File: src/rtl/led_panel_rx_if.sv
// Bundle of the LED panel shift port, frame-buffer readout port and row
// status outputs. The master modport belongs to whoever drives the panel
// and reads pixels back; the slave modport belongs to led_panel_rx.
// Optional build macro: LED_PANEL_RX_ERRCNT_EN adds the err_cnt status output.
interface led_panel_rx_if #(
  parameter int WIDTH = 32
);
  localparam int COLW = (WIDTH > 1) ? $clog2(WIDTH) : 1;

  // Panel side (asynchronous to the system clock)
  logic            rgb_clk;
  logic [2:0]      rgb0;
  logic [2:0]      rgb1;
  logic            rgb_a;
  logic            rgb_b;
  logic            rgb_c;
  logic            rgb_stb;

  // Frame-buffer readout
  logic [3:0]      rd_row;
  logic [COLW-1:0] rd_col;
  logic [2:0]      rd_pix;

  // Row status
  logic            row_done;
  logic            frame_done;
  logic [2:0]      last_row;
  logic            short_row;
  logic            long_row;
`ifdef LED_PANEL_RX_ERRCNT_EN
  logic [7:0]      err_cnt;
`endif

`ifdef LED_PANEL_RX_ERRCNT_EN
  modport master (
    output rgb_clk, rgb0, rgb1, rgb_a, rgb_b, rgb_c, rgb_stb, rd_row, rd_col,
    input  rd_pix, row_done, frame_done, last_row, short_row, long_row, err_cnt
  );
  modport slave (
    input  rgb_clk, rgb0, rgb1, rgb_a, rgb_b, rgb_c, rgb_stb, rd_row, rd_col,
    output rd_pix, row_done, frame_done, last_row, short_row, long_row, err_cnt
  );
`else
  modport master (
    output rgb_clk, rgb0, rgb1, rgb_a, rgb_b, rgb_c, rgb_stb, rd_row, rd_col,
    input  rd_pix, row_done, frame_done, last_row, short_row, long_row
  );
  modport slave (
    input  rgb_clk, rgb0, rgb1, rgb_a, rgb_b, rgb_c, rgb_stb, rd_row, rd_col,
    output rd_pix, row_done, frame_done, last_row, short_row, long_row
  );
`endif
endinterface

File: src/rtl/led_panel_rx.sv
// LED panel receiver: captures a HUB75-style serial pixel stream (two
// half-panels shifted in parallel on rgb_clk, latched by rgb_stb) into a
// 16-row x WIDTH-column frame buffer that can be read back on clk.
// All panel inputs are resynchronised into the clk domain; rgb_clk and
// rgb_stb are edge-detected on their synchronised copies.
// Optional build macro: LED_PANEL_RX_ERRCNT_EN adds an 8-bit saturating
// count of latches whose shift count was short or long.
module led_panel_rx #(
  parameter int WIDTH = 32
) (
  input logic          clk,
  input logic          rst_n,
  led_panel_rx_if.slave bus
);

  localparam int COLW = (WIDTH > 1) ? $clog2(WIDTH) : 1;
  localparam int CW   = $clog2(WIDTH + 2);
  localparam int NSYN = 11;

  typedef logic [2:0] pix_t;

  // Synchronised bit positions inside the packed panel-input vector
  localparam int B_RGB0 = 0;
  localparam int B_RGB1 = 3;
  localparam int B_ABC  = 6;
  localparam int B_STB  = 9;
  localparam int B_CLK  = 10;

  logic [NSYN-1:0] in_raw;

  logic [NSYN-1:0] sync1_q, sync1_d;
  logic [NSYN-1:0] sync2_q, sync2_d;
  logic            pclk_q,  pclk_d;
  logic            pstb_q,  pstb_d;
  logic [1:0]      warm_q,  warm_d;

  pix_t [WIDTH-1:0] up_q, up_d;
  pix_t [WIDTH-1:0] lo_q, lo_d;
  pix_t [WIDTH-1:0] fb_q [16];
  pix_t [WIDTH-1:0] fb_d [16];

  logic [CW-1:0] cnt_q, cnt_d;
  logic          ovf_q, ovf_d;

  logic       row_done_q,   row_done_d;
  logic       frame_done_q, frame_done_d;
  logic [2:0] last_row_q,   last_row_d;
  logic       short_row_q,  short_row_d;
  logic       long_row_q,   long_row_d;
  pix_t       rd_pix_q,     rd_pix_d;
`ifdef LED_PANEL_RX_ERRCNT_EN
  logic [7:0] err_cnt_q,    err_cnt_d;
`endif

  logic       s_clk, s_stb;
  logic [2:0] s_abc;
  pix_t       s_rgb0, s_rgb1;
  logic       armed;
  logic       shift_evt, stb_evt;

  assign in_raw = {bus.rgb_clk, bus.rgb_stb,
                   bus.rgb_c, bus.rgb_b, bus.rgb_a,
                   bus.rgb1, bus.rgb0};

  assign s_rgb0 = sync2_q[B_RGB0 +: 3];
  assign s_rgb1 = sync2_q[B_RGB1 +: 3];
  assign s_abc  = sync2_q[B_ABC  +: 3];
  assign s_stb  = sync2_q[B_STB];
  assign s_clk  = sync2_q[B_CLK];

  // Edge detection is held off until sync1, sync2 and the previous-value
  // flops all carry sampled input rather than reset zeros, so a line that
  // is already high when reset releases is never mistaken for a rising edge.
  assign armed     = (warm_q == 2'd3);
  assign shift_evt = armed & s_clk & ~pclk_q;
  assign stb_evt   = armed & s_stb & ~pstb_q;

  // Next-state logic: synchronisers, shift path, row latch and readout
  always_comb begin
    // NOTE: every variable gets a default before any conditional update so
    // no path leaves a value unassigned and no latch is inferred.
    sync1_d      = in_raw;
    sync2_d      = sync1_q;
    pclk_d       = s_clk;
    pstb_d       = s_stb;
    warm_d       = armed ? warm_q : warm_q + 2'd1;

    up_d         = up_q;
    lo_d         = lo_q;
    fb_d         = fb_q;
    cnt_d        = cnt_q;
    ovf_d        = ovf_q;

    row_done_d   = 1'b0;
    frame_done_d = 1'b0;
    last_row_d   = last_row_q;
    short_row_d  = short_row_q;
    long_row_d   = long_row_q;
`ifdef LED_PANEL_RX_ERRCNT_EN
    err_cnt_d    = err_cnt_q;
`endif

    // Shift first: new pixel enters at column WIDTH-1, older ones move down
    if (shift_evt) begin
      up_d = {s_rgb0, up_q[WIDTH-1:1]};
      lo_d = {s_rgb1, lo_q[WIDTH-1:1]};
      if (cnt_q == CW'(WIDTH)) begin
        ovf_d = 1'b1;
      end
      if (cnt_q != CW'(WIDTH + 1)) begin
        cnt_d = cnt_q + CW'(1);
      end
    end

    // Latch sees the post-shift registers and count from the block above
    if (stb_evt) begin
      fb_d[{1'b0, s_abc}] = up_d;
      fb_d[{1'b1, s_abc}] = lo_d;
      last_row_d   = s_abc;
      short_row_d  = (cnt_d < CW'(WIDTH));
      long_row_d   = ovf_d;
      row_done_d   = 1'b1;
      frame_done_d = (s_abc == 3'd7);
`ifdef LED_PANEL_RX_ERRCNT_EN
      if ((short_row_d || long_row_d) && (err_cnt_q != 8'hFF)) begin
        err_cnt_d = err_cnt_q + 8'd1;
      end
`endif
      cnt_d = '0;
      ovf_d = 1'b0;
    end

    // Readout comes from the current buffer, so a same-cycle write is not seen
    if (int'(bus.rd_col) < WIDTH) begin
      rd_pix_d = fb_q[bus.rd_row][bus.rd_col];
    end else begin
      rd_pix_d = 3'b000;
    end
  end

  // State registers
  always_ff @(posedge clk or negedge rst_n) begin
    if (!rst_n) begin
      sync1_q      <= '0;
      sync2_q      <= '0;
      pclk_q       <= 1'b0;
      pstb_q       <= 1'b0;
      warm_q       <= '0;
      up_q         <= '0;
      lo_q         <= '0;
      // NOTE: the frame buffer is built from flops rather than a RAM macro
      // because reset must clear every row; a RAM would need a clear sweep.
      for (int i = 0; i < 16; i++) begin
        fb_q[i] <= '0;
      end
      cnt_q        <= '0;
      ovf_q        <= 1'b0;
      row_done_q   <= 1'b0;
      frame_done_q <= 1'b0;
      last_row_q   <= '0;
      short_row_q  <= 1'b0;
      long_row_q   <= 1'b0;
      rd_pix_q     <= '0;
`ifdef LED_PANEL_RX_ERRCNT_EN
      err_cnt_q    <= '0;
`endif
    end else begin
      // NOTE: non-blocking assignments so every flop samples pre-edge values;
      // blocking here would let sync2 see this cycle's sync1 and collapse
      // the two-stage synchroniser into one.
      sync1_q      <= sync1_d;
      sync2_q      <= sync2_d;
      pclk_q       <= pclk_d;
      pstb_q       <= pstb_d;
      warm_q       <= warm_d;
      up_q         <= up_d;
      lo_q         <= lo_d;
      fb_q         <= fb_d;
      cnt_q        <= cnt_d;
      ovf_q        <= ovf_d;
      row_done_q   <= row_done_d;
      frame_done_q <= frame_done_d;
      last_row_q   <= last_row_d;
      short_row_q  <= short_row_d;
      long_row_q   <= long_row_d;
      rd_pix_q     <= rd_pix_d;
`ifdef LED_PANEL_RX_ERRCNT_EN
      err_cnt_q    <= err_cnt_d;
`endif
    end
  end

  assign bus.rd_pix     = rd_pix_q;
  assign bus.row_done   = row_done_q;
  assign bus.frame_done = frame_done_q;
  assign bus.last_row   = last_row_q;
  assign bus.short_row  = short_row_q;
  assign bus.long_row   = long_row_q;
`ifdef LED_PANEL_RX_ERRCNT_EN
  assign bus.err_cnt    = err_cnt_q;
`endif

endmodule

File: src/flat_wrapper.sv
// flat-port wrapper written by rule: the top's interface ports become plain ports
module led_panel_rx_flat 
#(
  parameter int WIDTH = 32
)
  (clk, rst_n, bus_rgb_clk, bus_rgb0, bus_rgb1, bus_rgb_a, bus_rgb_b, bus_rgb_c, bus_rgb_stb, bus_rd_row, bus_rd_col, bus_rd_pix, bus_row_done, bus_frame_done, bus_last_row, bus_short_row, bus_long_row);
  led_panel_rx_if #(.WIDTH(WIDTH)) bus_i ();
  input logic clk;
  input logic rst_n;
  input wire logic [$bits(bus_i.rgb_clk)-1:0] bus_rgb_clk;
  input wire logic [$bits(bus_i.rgb0)-1:0] bus_rgb0;
  input wire logic [$bits(bus_i.rgb1)-1:0] bus_rgb1;
  input wire logic [$bits(bus_i.rgb_a)-1:0] bus_rgb_a;
  input wire logic [$bits(bus_i.rgb_b)-1:0] bus_rgb_b;
  input wire logic [$bits(bus_i.rgb_c)-1:0] bus_rgb_c;
  input wire logic [$bits(bus_i.rgb_stb)-1:0] bus_rgb_stb;
  input wire logic [$bits(bus_i.rd_row)-1:0] bus_rd_row;
  input wire logic [$bits(bus_i.rd_col)-1:0] bus_rd_col;
  output wire logic [$bits(bus_i.rd_pix)-1:0] bus_rd_pix;
  output wire logic [$bits(bus_i.row_done)-1:0] bus_row_done;
  output wire logic [$bits(bus_i.frame_done)-1:0] bus_frame_done;
  output wire logic [$bits(bus_i.last_row)-1:0] bus_last_row;
  output wire logic [$bits(bus_i.short_row)-1:0] bus_short_row;
  output wire logic [$bits(bus_i.long_row)-1:0] bus_long_row;
  assign bus_i.rgb_clk = bus_rgb_clk;
  assign bus_i.rgb0 = bus_rgb0;
  assign bus_i.rgb1 = bus_rgb1;
  assign bus_i.rgb_a = bus_rgb_a;
  assign bus_i.rgb_b = bus_rgb_b;
  assign bus_i.rgb_c = bus_rgb_c;
  assign bus_i.rgb_stb = bus_rgb_stb;
  assign bus_i.rd_row = bus_rd_row;
  assign bus_i.rd_col = bus_rd_col;
  assign bus_rd_pix = bus_i.rd_pix;
  assign bus_row_done = bus_i.row_done;
  assign bus_frame_done = bus_i.frame_done;
  assign bus_last_row = bus_i.last_row;
  assign bus_short_row = bus_i.short_row;
  assign bus_long_row = bus_i.long_row;
  led_panel_rx #(.WIDTH(WIDTH)) u_core (.clk(clk), .rst_n(rst_n), .bus(bus_i));
endmodule
File: config.mk
export PLATFORM = sky130hd
export DESIGN_NAME = led_panel_rx_flat
export DESIGN_NICKNAME = d
export VERILOG_FILES = /design/src/rtl/led_panel_rx_if.sv /design/src/rtl/led_panel_rx.sv /design/src/flat_wrapper.sv
export SDC_FILE = /design/constraint.sdc
export NUM_CORES = 2
export LEC_CHECK = 0
export ABC_AREA = 1
export BUFFER_PORTS_ARGS = -buffer_cell sky130_fd_sc_hd__buf_2
export CAP_MARGIN = 20
export CORE_MARGIN = 8
export CORE_UTILIZATION = 40
export CTS_BUF_LIST = sky130_fd_sc_hd__clkbuf_8
export CTS_CLUSTER_DIAMETER = 200
export DETAILED_ROUTE_END_ITERATION = 7
export HOLD_SLACK_MARGIN = 0.03
export MAX_ROUTING_LAYER = met4
export PLACE_DENSITY = 0.55
export SLEW_MARGIN = 15
export SYNTH_ARGS = -nofsm -noshare
export SYNTH_HDL_FRONTEND = slang
export SYNTH_SLANG_ARGS = --single-unit
File: constraint.sdc
create_clock -name clk -period 3.05 [get_ports clk]
set_input_delay 0.1525 -clock clk [delete_from_list [all_inputs] [get_ports clk]]
set_output_delay 0.1525 -clock clk [all_outputs]
set_load 0.02 [all_outputs]
==> metrics.md <==
| Metric | Value |
|---|---|
| Syn_area_per_cell | `8.40 sq um` |
| Crit path launch type | `register` |
| Mapped Area | `78,500 sq um` |
| Worst slew pin tran | `0.876 ns` |
| Post-synthesis mux area share | `0.258%` |
| Pin count of the biggest net entering global routing | `139` |
| Fin. max-slew vios | `0` |
| Endpoint class of the critical path | `register` |
| Initial Util | `40.3%` |
| # DRC | `0` |
| Worst Hold Class | `in2reg` |
| Hold slack | `0.181 ns` |
| Port-buffer cells | `31` |
| Maxcap violations | `0` |
| Final GP Congestion | `0.810` |
| Area Growth Syn to Fin | `13.9%` |
| Ys Warns | `0` |
| Final Skew | `0.0565 ns` |
| Status | `finished clean` |
| Ratio of final minimum period to clock period | `93.9%` |
| Buf+Inv Stages, Crit Path | `2` |
| Iteration-0 DRC Markers | `6,989` |
| Largest family of logic cells by synthesized area | `simple AND/OR/NAND/NOR gates` |
| Fin cells | `12,100` |
| Synthesized instance count | `9,355` |
| Post-route minimum period | `2.86 ns` |
| Post-CTS Setup Repair Bufs | `0` |
| CP required | `3.92 ns` |
| WS Path Type | `reg2reg` |
| Slowest-stage cell, CP | `dlygate4sd3_1` |
| Clk sink count | `1,771` |
| Synth Area in Adders | `0.0637%` |
| Register area share after synthesis | `56.4%` |
| H-tree levels | `5` |
| Syn Nets | `9,381` |
| Longest Clk Path Bufs | `4` |
| Pre-antenna DRT Iters | `8` |
| Total grt overflow | `0` |
| First-pass GRT wire length | `404,000 microns` |
| Max Freq | `349 MHz` |
| All-Layer GR Usage | `24.8%` |
| Fillcell total | `19,400` |
| Num CTS Buffers | `323` |
| Die extent in x | `459 microns` |
| Power per cell area | `733 nW/um^2` |
| Post-synthesis compound-gate area fraction | `12.0%` |
| CTS tree | `built` |
| Most frequent CP cell | `nand3_1` |
| Rows | `162` |
| Seq cells post-synth | `1,771` |
| DR WL/cell | `21.4 microns` |
| Via density | `5.63` |
| CP peak stage delay | `0.55 ns` |
| Core Region | `195,000 sq um` |
| Simple-Gate Fraction of Synth Area | `26.8%` |
| Final Hold Vio Count | `0` |
| Chip height | `459 microns` |
| Die area | `211,000 sq um` |
| Worst VDD drop | `0.443 mV` |
| Final net count | `9,324` |
| Vias in the first global route | `66,200` |
| Hpwl dp | `146,000 microns` |
| Final antenna-violating net count | `0` |
| R2R Setup Slk | `0.19 ns` |
| Share of cells above drive strength 1 | `8.87%` |
| XOR/XNOR Fraction of Synth Area | `0.0223%` |
| Pleak | `0.0407 uW` |
| Cells after DPL | `11,600` |
| Cell variety after synth | `25` |
| CP Max Fanout | `2` |
| Initial antenna violation count | `6` |
| Cell class contributing the biggest share of worst-path delay | `simple AND/OR/NAND/NOR gates` |
| Post-Route WL | `260,000 microns` |
| Worst endpoint data arrival time | `3.74 ns` |
| Critical Path, Cell by Cell | `nand2_1, nand3_1, nand3_1, nand3_1, nand3_1, nand3_1, nand2_2, nand2_1, nand3_1, nand2_1, nand2_1, dlygate4sd3_1, nand2_1, dlygate4sd3_1` |
| Ports | `32` |
| Slew Limit Headroom | `41.6%` |
| Clock-pin slew on the worst setup and hold paths | `0.06 ns` |
| Clk Latency, worst-skew pair | `1.03 ns` |
| Via count | `68,300` |
| Setup-failing EPs final | `0` |
| CTS Root Cell | `clkbuf_8` |
-- per-layer routing --
layer | track usage [%] | share of wire [%] | wire (microns) | up-vias
met1 | 33.5 | 44 | 115000 | 33700
met4 | 7.80 | 2.9 | 7440 | 0
met3 | 3.97 | 6.6 | 17200 | 553
met5 | - | 0 | 0 | -
li1 | - | - | - | 31600
met2 | 38.7 | 46 | 120000 | 2462
-- placed cells by master, fill, tap and decap left out, drive strengths merged --
master,instances
a21oi,162
a31oi,970
and3,1
buf,301
bufinv,1
clkbuf,420
clkinv,19
clkinvlp,3
dfrtp,1771
diode,6
dlygate4sd3,31
ha,4
inv,238
mux2,18
nand2,2460
nand3,1454
nand4,1
nor2,1093
nor3,6
nor4,1
o21ai,504
or2,55
xnor2,1
xor2,1
-- stage by stage --
stage                     area (sq um)  setup slack (ns)  power [uW]  setup TNS [ns]  util [%]
after floorplan                  78500              1.06       39700               0         -
after global placement           82800             0.396       43200               0      42.5
after detailed placement         82800             0.392       43700               0      42.5
after CTS                        89400             0.118       66100               0      45.9
after global routing             89500           -0.0177       69600         -0.0177      45.9
final                            89500             0.186       65600               0      45.9
-- report_power, final --
group / switching [uW] / internal [uW]
clock: 9910 / 12300
combinational: 6960 / 4640
sequential: 2920 / 28900
total: 19800 / 45800
-- worst reg2reg max path: stages, from the launching register on --
cell and delay, ns:
dfrtp_1 0.37, nand2_1 0.07, nand3_1 0.08, nand3_1 0.12, nand3_1 0.09, nand3_1 0.11, nand3_1 0.23, nand2_2 0.21
nand2_1 0.07, nand3_1 0.09, nand2_1 0.07, nand2_1 0.07, dlygate4sd3_1 0.55, nand2_1 0.05, dlygate4sd3_1 0.55
-- path summary, 6_finish.rpt --
check / startpoint / to / depth (start not counted)
worst max-delay path: u_core.fb_q[84] / u_core.bus.rd_pix[0] / 14
worst min-delay path: bus_rd_col[4] / u_core.bus.rd_pix[1] / 4
worst max register to register: u_core.fb_q[84] / u_core.bus.rd_pix[0] / 14
worst min register to register: u_core.sync1_q[3] / u_core.sync2_q[3] / 0
max in group asynchronous: rst_n / u_core.fb_q[1487] / 7
min in group asynchronous: rst_n / u_core.fb_q[798] / 4
-- cell families (layout without fill, tap and decap cells) --
| group | Yosys count | after routing |
|---|---|---|
| compound gates | 1636 | 1636 |
| xor+xnor | 2 | 2 |
| fa+ha+maj | 4 | 4 |
| buf+inv | 853 | 1013 |
| flops | 1771 | 1771 |
| mux | 18 | 18 |
| other cells | 0 | 6 |
| simple gates | 5071 | 5071 |
-- sequential cells by signal, indices dropped and copies added, names as in the netlist --
signal,cells
u_core.sync1_q,11
u_core.fb_q,1536
u_core.bus.frame_done,1
u_core.bus.long_row,1
u_core.lo_q,96
u_core.ovf_q,1
u_core.bus.last_row,3
u_core.sync2_q,11
u_core.warm_q,2
u_core.cnt_q,6
u_core.bus.row_done,1
u_core.pclk_q,1
u_core.pstb_q,1
u_core.bus.rd_pix,3
u_core.bus.short_row,1
u_core.up_q,96
-- cell usage after synthesis --
cell type | count | area (sq um)
buf_4 | 2 | 15.0
o21ai_1 | 65 | 325
inv_1 | 134 | 503
or2_2 | 55 | 344
a31oi_1 | 970 | 6070
buf_2 | 248 | 1240
nor3_1 | 3 | 15.0
nand3_1 | 1454 | 7280
nor2_1 | 1093 | 4100
inv_2 | 4 | 15.0
ha_1 | 4 | 50.1
nand2_1 | 2460 | 9230
nand4_1 | 1 | 6.26
nor4_2 | 1 | 12.5
xor2_1 | 1 | 8.76
and3_1 | 1 | 6.26
dfrtp_1 | 1771 | 44300
buf_1 | 52 | 195
clkinv_1 | 1 | 3.75
mux2_2 | 18 | 203
o21ai_0 | 439 | 2200
a21oi_1 | 162 | 811
clkbuf_1 | 412 | 1550
xnor2_1 | 1 | 8.76
nor3_2 | 3 | 30.0
-- timing repair --
item | in CTS | in global routing
endpoints found under the setup margin | 0 | 1
gates resized for setup | 0 | 3
endpoints found under the hold margin | 1785 | 0
hold buffers | 32 | 0
-- final cells by class --
type	instances	area (sq um)	area share, %
flip-flops and latches	1771	44300	49.5
repair buffers	332	4180	4.67
clock buffers	420	5780	6.46
inverters	139	588	0.657
multi-input cells	6731	30800	34.4
diodes	6	15.0	0.0168
clock inverters	122	518	0.579
well taps	2624	3280	3.67
No activity file was read; power rests on OpenSTA's default activity.
